<file path="src/rtl/fb_port_arbiter_if.sv">
// Bus bundle for fb_port_arbiter: UART write strobe, display fetch, RAM port and status.
// ovf_cnt exists only when FBARB_OVF_CNT_EN is defined.
interface fb_port_arbiter_if #(
  parameter int unsigned ADDR_W = 16
);
  logic              wr_valid;
  logic [7:0]        wr_data;
  logic              rd_req;
  logic [ADDR_W-1:0] rd_addr;
  logic [7:0]        rd_data;
  logic              rd_valid;
  logic              load_restart;
  logic [ADDR_W-1:0] ram_addr;
  logic              ram_we;
  logic [7:0]        ram_wdata;
  logic [7:0]        ram_rdata;
  logic              frame_loaded;
  logic              ovf;
`ifdef FBARB_OVF_CNT_EN
  logic [7:0]        ovf_cnt;
`endif

  modport slave (
    input  wr_valid, wr_data, rd_req, rd_addr, load_restart, ram_rdata,
    output rd_data, rd_valid, ram_addr, ram_we, ram_wdata, frame_loaded, ovf
`ifdef FBARB_OVF_CNT_EN
    , output ovf_cnt
`endif
  );

  modport master (
    output wr_valid, wr_data, rd_req, rd_addr, load_restart, ram_rdata,
    input  rd_data, rd_valid, ram_addr, ram_we, ram_wdata, frame_loaded, ovf
`ifdef FBARB_OVF_CNT_EN
    , input ovf_cnt
`endif
  );
endinterface

</file>
<file path="src/rtl/fb_port_arbiter.sv">
// Framebuffer single-port RAM arbiter: display reads win, UART bytes queue in a small FIFO.
// Optional dropped-byte counter output ovf_cnt enabled by macro FBARB_OVF_CNT_EN.
module fb_port_arbiter #(
  parameter int unsigned FB_BYTES   = 38462,
  parameter int unsigned ADDR_W     = 16,
  parameter int unsigned FIFO_DEPTH = 4
) (
  input logic           clk,
  input logic           rst_n,
  fb_port_arbiter_if.slave bus
);
  localparam int unsigned PTR_W = (FIFO_DEPTH > 1) ? $clog2(FIFO_DEPTH) : 1;
  localparam int unsigned CNT_W = PTR_W + 1;
  localparam logic [0:0] ST_LOAD = 1'b0;
  localparam logic [0:0] ST_FULL = 1'b1;
  localparam logic [ADDR_W-1:0] LAST_ADDR = ADDR_W'(FB_BYTES - 1);
  localparam logic [CNT_W-1:0]  CNT_FULL  = CNT_W'(FIFO_DEPTH);

  logic [0:0]        state_q, state_d;
  logic [ADDR_W-1:0] wr_addr_q, wr_addr_d;
  logic [ADDR_W-1:0] last_addr_q;
  logic [PTR_W-1:0]  rd_ptr_q, rd_ptr_d, wr_ptr_q, wr_ptr_d;
  logic [CNT_W-1:0]  cnt_q, cnt_d;
  logic              rd_valid_q, rd_valid_d;
  logic              frame_loaded_q, frame_loaded_d;
  logic              ovf_q, ovf_d;
  logic [7:0]        fifo_q [FIFO_DEPTH];

  logic              in_load_c, empty_c, full_c;
  logic              wr_gnt_c, push_c, drop_c;
  logic [ADDR_W-1:0] ram_addr_c;

  // Grant and FIFO handshake decode; restart blocks both the pop and the push.
  always_comb begin
    in_load_c = (state_q == ST_LOAD);
    empty_c   = (cnt_q == '0);
    full_c    = (cnt_q == CNT_FULL);
    wr_gnt_c  = !bus.rd_req && !empty_c && in_load_c && !bus.load_restart;
    push_c    = bus.wr_valid && in_load_c && !bus.load_restart && (!full_c || wr_gnt_c);
    drop_c    = bus.wr_valid && in_load_c && !bus.load_restart && full_c && !wr_gnt_c;
    if (!rst_n)           ram_addr_c = '0;
    else if (bus.rd_req)  ram_addr_c = bus.rd_addr;
    else if (wr_gnt_c)    ram_addr_c = wr_addr_q;
    else                  ram_addr_c = last_addr_q;
  end

  assign bus.ram_addr     = ram_addr_c;
  assign bus.ram_we       = rst_n && wr_gnt_c;
  assign bus.ram_wdata    = fifo_q[rd_ptr_q];
  assign bus.rd_data      = bus.ram_rdata;
  assign bus.rd_valid     = rd_valid_q;
  assign bus.frame_loaded = frame_loaded_q;
  assign bus.ovf          = ovf_q;

  always_comb begin
    state_d        = state_q;
    wr_addr_d      = wr_addr_q;
    rd_ptr_d       = rd_ptr_q;
    wr_ptr_d       = wr_ptr_q;
    cnt_d          = cnt_q + CNT_W'(push_c) - CNT_W'(wr_gnt_c);
    rd_valid_d     = bus.rd_req;
    frame_loaded_d = frame_loaded_q;
    ovf_d          = ovf_q || drop_c;
    if (push_c)   wr_ptr_d = wr_ptr_q + PTR_W'(1);
    if (wr_gnt_c) rd_ptr_d = rd_ptr_q + PTR_W'(1);
    // Last byte of the frame: stop loading and flush anything still queued.
    if (wr_gnt_c) begin
      if (wr_addr_q == LAST_ADDR) begin
        state_d        = ST_FULL;
        frame_loaded_d = 1'b1;
        rd_ptr_d       = '0;
        wr_ptr_d       = '0;
        cnt_d          = '0;
      end else begin
        wr_addr_d = wr_addr_q + ADDR_W'(1);
      end
    end
    if (bus.load_restart) begin
      state_d        = ST_LOAD;
      wr_addr_d      = '0;
      rd_ptr_d       = '0;
      wr_ptr_d       = '0;
      cnt_d          = '0;
      frame_loaded_d = 1'b0;
      ovf_d          = 1'b0;
    end
  end

  always_ff @(posedge clk or negedge rst_n) begin
    if (!rst_n) begin
      state_q        <= ST_LOAD;
      wr_addr_q      <= '0;
      last_addr_q    <= '0;
      rd_ptr_q       <= '0;
      wr_ptr_q       <= '0;
      cnt_q          <= '0;
      rd_valid_q     <= 1'b0;
      frame_loaded_q <= 1'b0;
      ovf_q          <= 1'b0;
    end else begin
      state_q        <= state_d;
      wr_addr_q      <= wr_addr_d;
      last_addr_q    <= ram_addr_c;
      rd_ptr_q       <= rd_ptr_d;
      wr_ptr_q       <= wr_ptr_d;
      cnt_q          <= cnt_d;
      rd_valid_q     <= rd_valid_d;
      frame_loaded_q <= frame_loaded_d;
      ovf_q          <= ovf_d;
    end
  end

  // FIFO storage carries no reset; occupancy is owned by cnt_q.
  always_ff @(posedge clk) begin
    if (push_c) fifo_q[wr_ptr_q] <= bus.wr_data;
  end

`ifdef FBARB_OVF_CNT_EN
  logic [7:0] ovf_cnt_q, ovf_cnt_d;

  always_comb begin
    ovf_cnt_d = ovf_cnt_q;
    if (drop_c && (ovf_cnt_q != 8'hFF)) ovf_cnt_d = ovf_cnt_q + 8'd1;
    if (bus.load_restart)               ovf_cnt_d = 8'd0;
  end

  always_ff @(posedge clk or negedge rst_n) begin
    if (!rst_n) ovf_cnt_q <= 8'd0;
    else        ovf_cnt_q <= ovf_cnt_d;
  end

  assign bus.ovf_cnt = ovf_cnt_q;
`endif
endmodule

</file>
<file path="src/flat_wrapper.sv">
// flat-port wrapper written by rule: the top's interface ports become plain ports
module fb_port_arbiter_flat 
#(
  parameter int unsigned FB_BYTES   = 38462,
  parameter int unsigned ADDR_W     = 16,
  parameter int unsigned FIFO_DEPTH = 4
)
  (clk, rst_n, bus_wr_valid, bus_wr_data, bus_rd_req, bus_rd_addr, bus_load_restart, bus_ram_rdata, bus_rd_data, bus_rd_valid, bus_ram_addr, bus_ram_we, bus_ram_wdata, bus_frame_loaded, bus_ovf);
  fb_port_arbiter_if #(.ADDR_W(ADDR_W)) bus_i ();
  input logic clk;
  input logic rst_n;
  input wire logic [$bits(bus_i.wr_valid)-1:0] bus_wr_valid;
  input wire logic [$bits(bus_i.wr_data)-1:0] bus_wr_data;
  input wire logic [$bits(bus_i.rd_req)-1:0] bus_rd_req;
  input wire logic [$bits(bus_i.rd_addr)-1:0] bus_rd_addr;
  input wire logic [$bits(bus_i.load_restart)-1:0] bus_load_restart;
  input wire logic [$bits(bus_i.ram_rdata)-1:0] bus_ram_rdata;
  output wire logic [$bits(bus_i.rd_data)-1:0] bus_rd_data;
  output wire logic [$bits(bus_i.rd_valid)-1:0] bus_rd_valid;
  output wire logic [$bits(bus_i.ram_addr)-1:0] bus_ram_addr;
  output wire logic [$bits(bus_i.ram_we)-1:0] bus_ram_we;
  output wire logic [$bits(bus_i.ram_wdata)-1:0] bus_ram_wdata;
  output wire logic [$bits(bus_i.frame_loaded)-1:0] bus_frame_loaded;
  output wire logic [$bits(bus_i.ovf)-1:0] bus_ovf;
  assign bus_i.wr_valid = bus_wr_valid;
  assign bus_i.wr_data = bus_wr_data;
  assign bus_i.rd_req = bus_rd_req;
  assign bus_i.rd_addr = bus_rd_addr;
  assign bus_i.load_restart = bus_load_restart;
  assign bus_i.ram_rdata = bus_ram_rdata;
  assign bus_rd_data = bus_i.rd_data;
  assign bus_rd_valid = bus_i.rd_valid;
  assign bus_ram_addr = bus_i.ram_addr;
  assign bus_ram_we = bus_i.ram_we;
  assign bus_ram_wdata = bus_i.ram_wdata;
  assign bus_frame_loaded = bus_i.frame_loaded;
  assign bus_ovf = bus_i.ovf;
  fb_port_arbiter #(.FB_BYTES(FB_BYTES), .ADDR_W(ADDR_W), .FIFO_DEPTH(FIFO_DEPTH)) u_core (.clk(clk), .rst_n(rst_n), .bus(bus_i));
endmodule
</file>
<file path="config.mk">
export PLATFORM = sky130hd
export DESIGN_NAME = fb_port_arbiter_flat
export DESIGN_NICKNAME = d
export VERILOG_FILES = /design/src/rtl/fb_port_arbiter_if.sv /design/src/rtl/fb_port_arbiter.sv /design/src/flat_wrapper.sv
export SDC_FILE = /design/constraint.sdc
export NUM_CORES = 1
export LEC_CHECK = 0
export CORE_MARGIN = 1
export CORE_UTILIZATION = 51
export DETAILED_ROUTE_END_ITERATION = 16
export GPL_TIMING_DRIVEN = 0
export PLACE_DENSITY = 0.85
export RECOVER_POWER = 50
export SYNTH_ARGS = -nofsm -noshare
export SYNTH_HDL_FRONTEND = slang
export SYNTH_SLANG_ARGS = --single-unit
</file>
<file path="constraint.sdc">
create_clock -name clk -period 3.05 [get_ports clk]
set_input_delay 0.61 -clock clk [delete_from_list [all_inputs] [get_ports clk]]
set_output_delay 0.61 -clock clk [all_outputs]
set_load 0.005 [all_outputs]
</file>
==> results.yml, run 1 <==
pwr:
  powerDensity_nw_per_um2: 554.9
  ir_drop_v: 0.0003863
  switching_power_mw: 0.7245
  clockPowerShare_pct: 29.7
  leakagePower_nw: 1.909
  p_int_mw: 1.842
  p_seq_share_pct: 44.9
  p_sw_share_pct: 28.23
  combPwrFrac_pct: 25.5
  finalPower_mw: 2.567
layout:
  antenna_cells: 0
  drive_gt1_share_pct: 19.64
  fillerInstances: 428
  postLayoutCellArea_um2: 4626
  areaGrowthSynthToFinish_pct: 31.57
  num-nets-final: 433
synthesis:
  ys_top_cells_by_area: "dfrtp_1 (30%), edfxtp_1 (27%), a21oi_1 (6.1%), mux4_2 (5.1%), o21ai_0 (3.4%)"
  netlist_area_um2: 3516
  async_reset_ff_share_pct: 56.76
  syn-mean-instance-area_um2: 11.92
  yosysWarnings: 0
  synth_cells: 295
  synth_ff_type: "dfrtp_1"
  synth.distinct_cells: 49
  syn_nets: 341
  ys_seq_area_share_pct: 57.22
  synth_top_cell_area_share_pct: 29.89
  synth_most_common_cell: "a21oi_1"
  synth-edff-count: 32
  synth-seq-cells: 74
  yosysTopAreaCell: "dfrtp_1"
  yosys-top-cells-count: "a21oi_1 (43), dfrtp_1 (42), edfxtp_1 (32)"
sta:
  max_slew.worst_pin.slew_ns: 0.5707
  max_freq_ghz: 0.3367
  slew_violations: 0
  fin_crit_ns: 2.970
  setup_violations: 0
  finalClockSkew_ns: 0.009879
  period_share_pct: 97.37
  fin_setup_tns_ns: 0
  rsz0062_at_grt: "no"
  hold_viol: 0
  setup_ws_ns: 0.08023
  maxSlewHeadroom_pct: 61.95
setup_path:
  worstPathRequired_ns: 2.44
  crit_start: "u_core.cnt_q[2]$_DFF_PN0_"
  cp_max_fo: 10
  crit_path_cell_trace: "or3_1, buf_6, nand3_4, inv_6, buf_4, a21oi_1, a21oi_1, dlygate4sd2_1"
  reg2reg_to: "u_core.cnt_q[2]$_DFF_PN0_"
  cp_common_cell: "a21oi_1"
  crit_type: "reg -> out"
  rr_startpoint: "u_core.cnt_q[2]$_DFF_PN0_"
  cpMaxStageDelayCell: "dfrtp_2"
  arrival_ns: 2.36
  startpoint_type: "register"
  setup.worst_path.end_class: "primary output"
  reg2reg_setup_slack_ns: 0.33
  slowest_delay_ns: 0.44
  rr_worst_depth: 13
routing:
  dr.first_iter.drc_count: 211
  drc: 0
  dr.pass1.iters: 6
  wl_per_cell_um: 18.23
  wl_um: 8552
  ant_nets: 0
  vias: 2750
  via_per_inst: 5.864
placement:
  pre_cts_ws_ns: -0.5573
  dpl_cell_area_um2: 4275
  portBuffers: 64
  post-dp-hpwl_um: 5642
  gp_congestion: 0.8584
clock_network:
  numCtsBuffers: 9
  clk_pin_slew_ns: 0.08
  root_buffer: "clkbuf_8"
  worst_skew_pair.late_latency_ns: 0.36
  clock-sinks: 74
  tritoncts: "done"
  postCtsHoldBufs: 0
  h-tree-depth: 3
  clock_path_buffers: 2
floorplanning:
  placementRows: 29
  dieArea_um2: 7230
  die_h_um: 85.03
  die_w_um: 85.03
  start_util_pct: 54.13
  coreArea_um2: 6495
  num_io_pins: 73
global_route:
  antenna_found_initial: 0
  first_global_vias: 2821
  grt_usage_pct: 25.48
  grt_pass1_wl_um: 13880
  grt_start_max_net_pins: 28
  grt_overflow: 0
run:
  cap_violations: 0
hold_path:
  hp-class: "in -> async"
run_status:
  status: "finished, final reports clean"
layer usage:
layer	part of all wire [%]	track usage, %	up-vias
met5	0	0	-
met1	38	30.58	1323
met4	2.5	12.17	0
met2	52	43.84	148
met3	7.0	5.545	27
li1	-	-	1252
power groups by stage:
stage | clock network, mW | registers (mW) | logic [mW]
after floorplan | 0 | 1.16 | 0.359
after global placement | 0 | 1.17 | 0.575
after detailed placement | 0 | 1.17 | 0.595
after CTS | 0.766 | 1.15 | 0.632
after global routing | 0.813 | 1.16 | 0.724
final | 0.762 | 1.15 | 0.653
critical path, delay by kind of cell (launching register included):
| kind | cells | cell delay (ns) |
|---|---|---|
| buffers and inverters | 4 | 0.65 |
| AND/OR/NAND/NOR | 2 | 0.53 |
| flip-flops | 1 | 0.44 |
| AO/OA/AOI/OAI | 2 | 0.39 |
cells by family after synthesis:
group / share of synthesized area (%)
simple gates: 13.99
mux: 6.050
fa+ha+maj: 3.417
xor+xnor: 1.993
flops: 57.22
buf+inv: 5.338
compound gates: 11.99
stage by stage:
| stage | std cells | util, % | hold slack [ns] |
|---|---|---|---|
| final | 469 | 71.22 | 0.1371 |
| after global routing | 469 | 71.22 | 0.1507 |
| after CTS | 466 | 70.58 | 0.1370 |
| after detailed placement | 437 | 65.83 | 0.5067 |
| after global placement | 436 | 65.48 | 0.5031 |
| after floorplan | 295 | - | 0.3144 |
cell usage in the layout (no fill, tap or decap), types with 3 or more instances in the layout:
master and n:
nand4_1 7, xnor2_1 6, a21oi_2 4, nor2_1 15, nand3_1 5, or3_1 7, nor4_1 3, clkbuf_1 5
mux4_2 8, clkdlybuf4s50_1 29, dlygate4sd2_1 16, a21oi_1 39, and2_1 6, ha_1 8, dlygate4sd3_1 16, edfxtp_1 32
buf_4 26, clkbuf_8 10, o21ai_0 24, buf_6 4, dfrtp_1 40, inv_1 12, nand2_1 21
sequential cells by signal (all words and copies together) (netlist names):
name	flops
u_core.bus.ovf	1
u_core.bus.rd_valid	1
u_core.cnt_q	3
u_core.fifo_q	32
u_core.last_addr_q	16
u_core.rd_ptr_q	2
u_core.state_q	1
u_core.wr_addr_q	16
u_core.wr_ptr_q	2
cell type report:
type / count / area (um^2) / area share [%]
Clock inverter: 5 / 53.80 / 1.163
Buffer: 20 / 152.6 / 3.300
Inverter: 13 / 53.80 / 1.163
Multi-Input combinational cell: 187 / 1339 / 28.94
Clock buffer: 11 / 141.4 / 3.057
Sequential cell: 74 / 2014 / 43.55
Tap cell: 77 / 96.34 / 2.083
Timing Repair Buffer: 82 / 774.5 / 16.74
how the worst max path moves through the flow:
stage                                            to  slack (ns)
after floorplan           u_core.cnt_q[2]$_DFF_PN0_        0.41
after global placement             bus_ram_addr[12]       -1.33
after detailed placement           bus_ram_addr[12]       -0.56
after CTS                           bus_ram_addr[6]        0.01
after global routing               bus_ram_addr[13]        0.03
final                              bus_ram_addr[13]        0.08
what timing repair did:
action / 4_1_cts / 5_1_grt
pin swaps: 13 / 0
gates resized for setup: 27 / 9
gates cloned: 0 / 0
buffers inserted: 13 / 4
setup endpoints to repair: 18 / 3
No activity file was read; power rests on OpenSTA's default activity.
==> run 2: changes to the inputs <==
--- a/config.mk
+++ b/config.mk
@@ -11,6 +11,7 @@
 export GPL_TIMING_DRIVEN = 0
 export PLACE_DENSITY = 0.85
 export RECOVER_POWER = 50
+export SETUP_SLACK_MARGIN = 0.4
 export SYNTH_ARGS = -nofsm -noshare
 export SYNTH_HDL_FRONTEND = slang
 export SYNTH_SLANG_ARGS = --single-unit
==> run 2 against run 1 <==
Against the previous run: fmax rose by 4.5%; flip-flop and latch count did not move; sequential share of layout area fell by 2.2 points; highest routed layer unchanged.
==> results.yml, run 2 (synthesis gave the netlist of run 1 again) <==
floorplanning:
  coreArea_um2: 6495
  start_util_pct: 54.13
  placementRows: 29
  dieArea_um2: 7230
  die_h_um: 85.03
  die_w_um: 85.03
  num_io_pins: 73
clock_network:
  clk_pin_slew_ns: 0.08
  worst_skew_pair.late_latency_ns: 0.35
  numCtsBuffers: 9
  postCtsHoldBufs: 0
  tritoncts: "done"
  clock_path_buffers: 2
  clock-sinks: 74
  h-tree-depth: 3
  root_buffer: "clkbuf_8"
pwr:
  ir_drop_v: 0.0003513
  switching_power_mw: 0.8203
  combPwrFrac_pct: 29.6
  p_int_mw: 1.903
  clockPowerShare_pct: 28.0
  p_seq_share_pct: 42.4
  leakagePower_nw: 1.937
  p_sw_share_pct: 30.13
  powerDensity_nw_per_um2: 558.9
  finalPower_mw: 2.723
placement:
  dp.cells: 437
  dpl_cell_area_um2: 4275
  pre_cts_ws_ns: -0.5573
  post-dp-hpwl_um: 5642
  gp_congestion: 0.8584
  portBuffers: 64
routing:
  dr.first_iter.drc_count: 291
  via_per_inst: 6.330
  dr.pass1.iters: 5
  wl_per_cell_um: 21.71
  wl_um: 10400
  ant_nets: 0
  vias: 3032
  drc: 0
layout:
  multi_input_area_um2: 1534
  num-nets-final: 443
  layout_top_registers: "u_core.fifo_q (32), u_core.last_addr_q (16), u_core.wr_addr_q (16)"
  regArea_um2: 2014
  areaGrowthSynthToFinish_pct: 38.58
  final_cell_mix: "dfrtp_1 (40), clkdlybuf4s50_1 (32), edfxtp_1 (32), buf_4 (31), o21ai_0 (24)"
  postLayoutCellArea_um2: 4872
  fillerInstances: 382
  layout_commonest_cell: "dfrtp_1"
  antenna_cells: 0
  stdcell_count: 479
  top_register: "u_core.fifo_q"
  drive_gt1_share_pct: 34.33
  largest_reg_flops: 32
global_route:
  grt_use_met2_pct: 46.04
  grt_usage_pct: 26.96
  use_met1_pct: 31.44
  first_global_vias: 2956
  grt_overflow: 0
  grt_pass1_wl_um: 14700
  grt_use_met3_pct: 6.323
  grt.busiest_layer: "met2"
  antenna_found_initial: 0
  grt_start_max_net_pins: 28
sta:
  slew_violations: 0
  rsz0062_at_grt: "yes"
  period_share_pct: 93.16
  max_freq_ghz: 0.3520
  setup_ws_ns: 0.2087
  maxSlewHeadroom_pct: 66.18
  finalClockSkew_ns: 0.01139
  setup_violations: 0
  fin_crit_ns: 2.841
  hold_viol: 0
  max_slew.worst_pin.slew_ns: 0.5027
setup_path:
  crit_start: "u_core.cnt_q[2]$_DFF_PN0_"
  cp_max_fo: 6
  endpoint: "bus_ram_addr[11]"
  reg2reg_to: "u_core.cnt_q[2]$_DFF_PN0_"
  worstPathRequired_ns: 2.44
  rr_startpoint: "u_core.cnt_q[2]$_DFF_PN0_"
  setup.worst_path.end_class: "primary output"
  startpoint_type: "register"
  rr_worst_depth: 13
  reg2reg_setup_slack_ns: 0.31
  arrival_ns: 2.23
  crit_type: "reg -> out"
run:
  cap_violations: 0
hold_path:
  hp-class: "in -> async"
run_status:
  status: "finished, final reports clean"
-- run 2: cell type report --
type	instances	share of cell area [%]
Inverter	13	1.104
Buffer	21	3.364
Sequential cell	74	41.35
Clock buffer	11	2.902
Clock inverter	5	1.104
Multi-Input combinational cell	187	31.48
Tap cell	77	1.977
Timing Repair Buffer	91	16.72
-- run 2: what timing repair did --
action,in CTS,in global routing
pin swaps,14,26
gates resized for setup,94,57
buffers inserted,18,8
gates cloned,0,0
endpoints found under the setup margin,25,26
-- run 2: how the worst min path moves through the flow --
| stage | from | to | slack [ns] | depth (start not counted) |
|---|---|---|---|---|
| floorplan | rst_n | u_core.bus.ovf$_DFF_PN0_ | 0.31 | 0 |
| global placement | u_core.last_addr_q[6]$_DFF_PN0_ | u_core.last_addr_q[6]$_DFF_PN0_ | 0.50 | 2 |
| detailed placement | u_core.last_addr_q[5]$_DFF_PN0_ | u_core.last_addr_q[5]$_DFF_PN0_ | 0.51 | 2 |
| CTS | rst_n | u_core.wr_addr_q[12]$_DFFE_PN0P_ | 0.14 | 1 |
| global route | rst_n | u_core.wr_addr_q[12]$_DFFE_PN0P_ | 0.16 | 1 |
| finish | rst_n | u_core.wr_addr_q[12]$_DFFE_PN0P_ | 0.14 | 1 |
-- run 2: worst max-delay path, stage by stage (launching register included) --
cell      delay, ns
dfrtp_2        0.43
or3_1          0.37
clkbuf_1       0.15
nand3_4        0.16
inv_6          0.06
buf_12         0.14
buf_8          0.13
a21oi_1        0.20
a21oi_2        0.09
buf_2          0.14
-- run 2: layer usage --
metal,share of wire (%),wire length (um),vias up
li1,-,-,1273
met1,37,3818,1481
met2,49,5131,212
met3,8.1,845,66
met4,5.8,604,0
met5,0,0,-
-- run 2: power groups by stage --
stage | logic (mW) | registers, mW | clock network (mW)
2_1_floorplan | 0.359 | 1.16 | 0
3_3_place_gp | 0.575 | 1.17 | 0
3_5_place_dp | 0.595 | 1.17 | 0
4_1_cts | 0.709 | 1.15 | 0.766
5_1_grt | 0.855 | 1.16 | 0.809
6_report | 0.806 | 1.15 | 0.764
-- run 2: metrics by stage --
| step | setup TNS, ns | hold WS (ns) | util [%] |
|---|---|---|---|
| final | 0 | 0.1443 | 75.01 |
| after global routing | 0 | 0.1580 | 75.01 |
| after CTS | 0 | 0.1370 | 73.15 |
| after detailed placement | -7.345 | 0.5067 | 65.83 |
| after global placement | -24.68 | 0.5031 | 65.48 |
| after floorplan | 0 | 0.3144 | - |
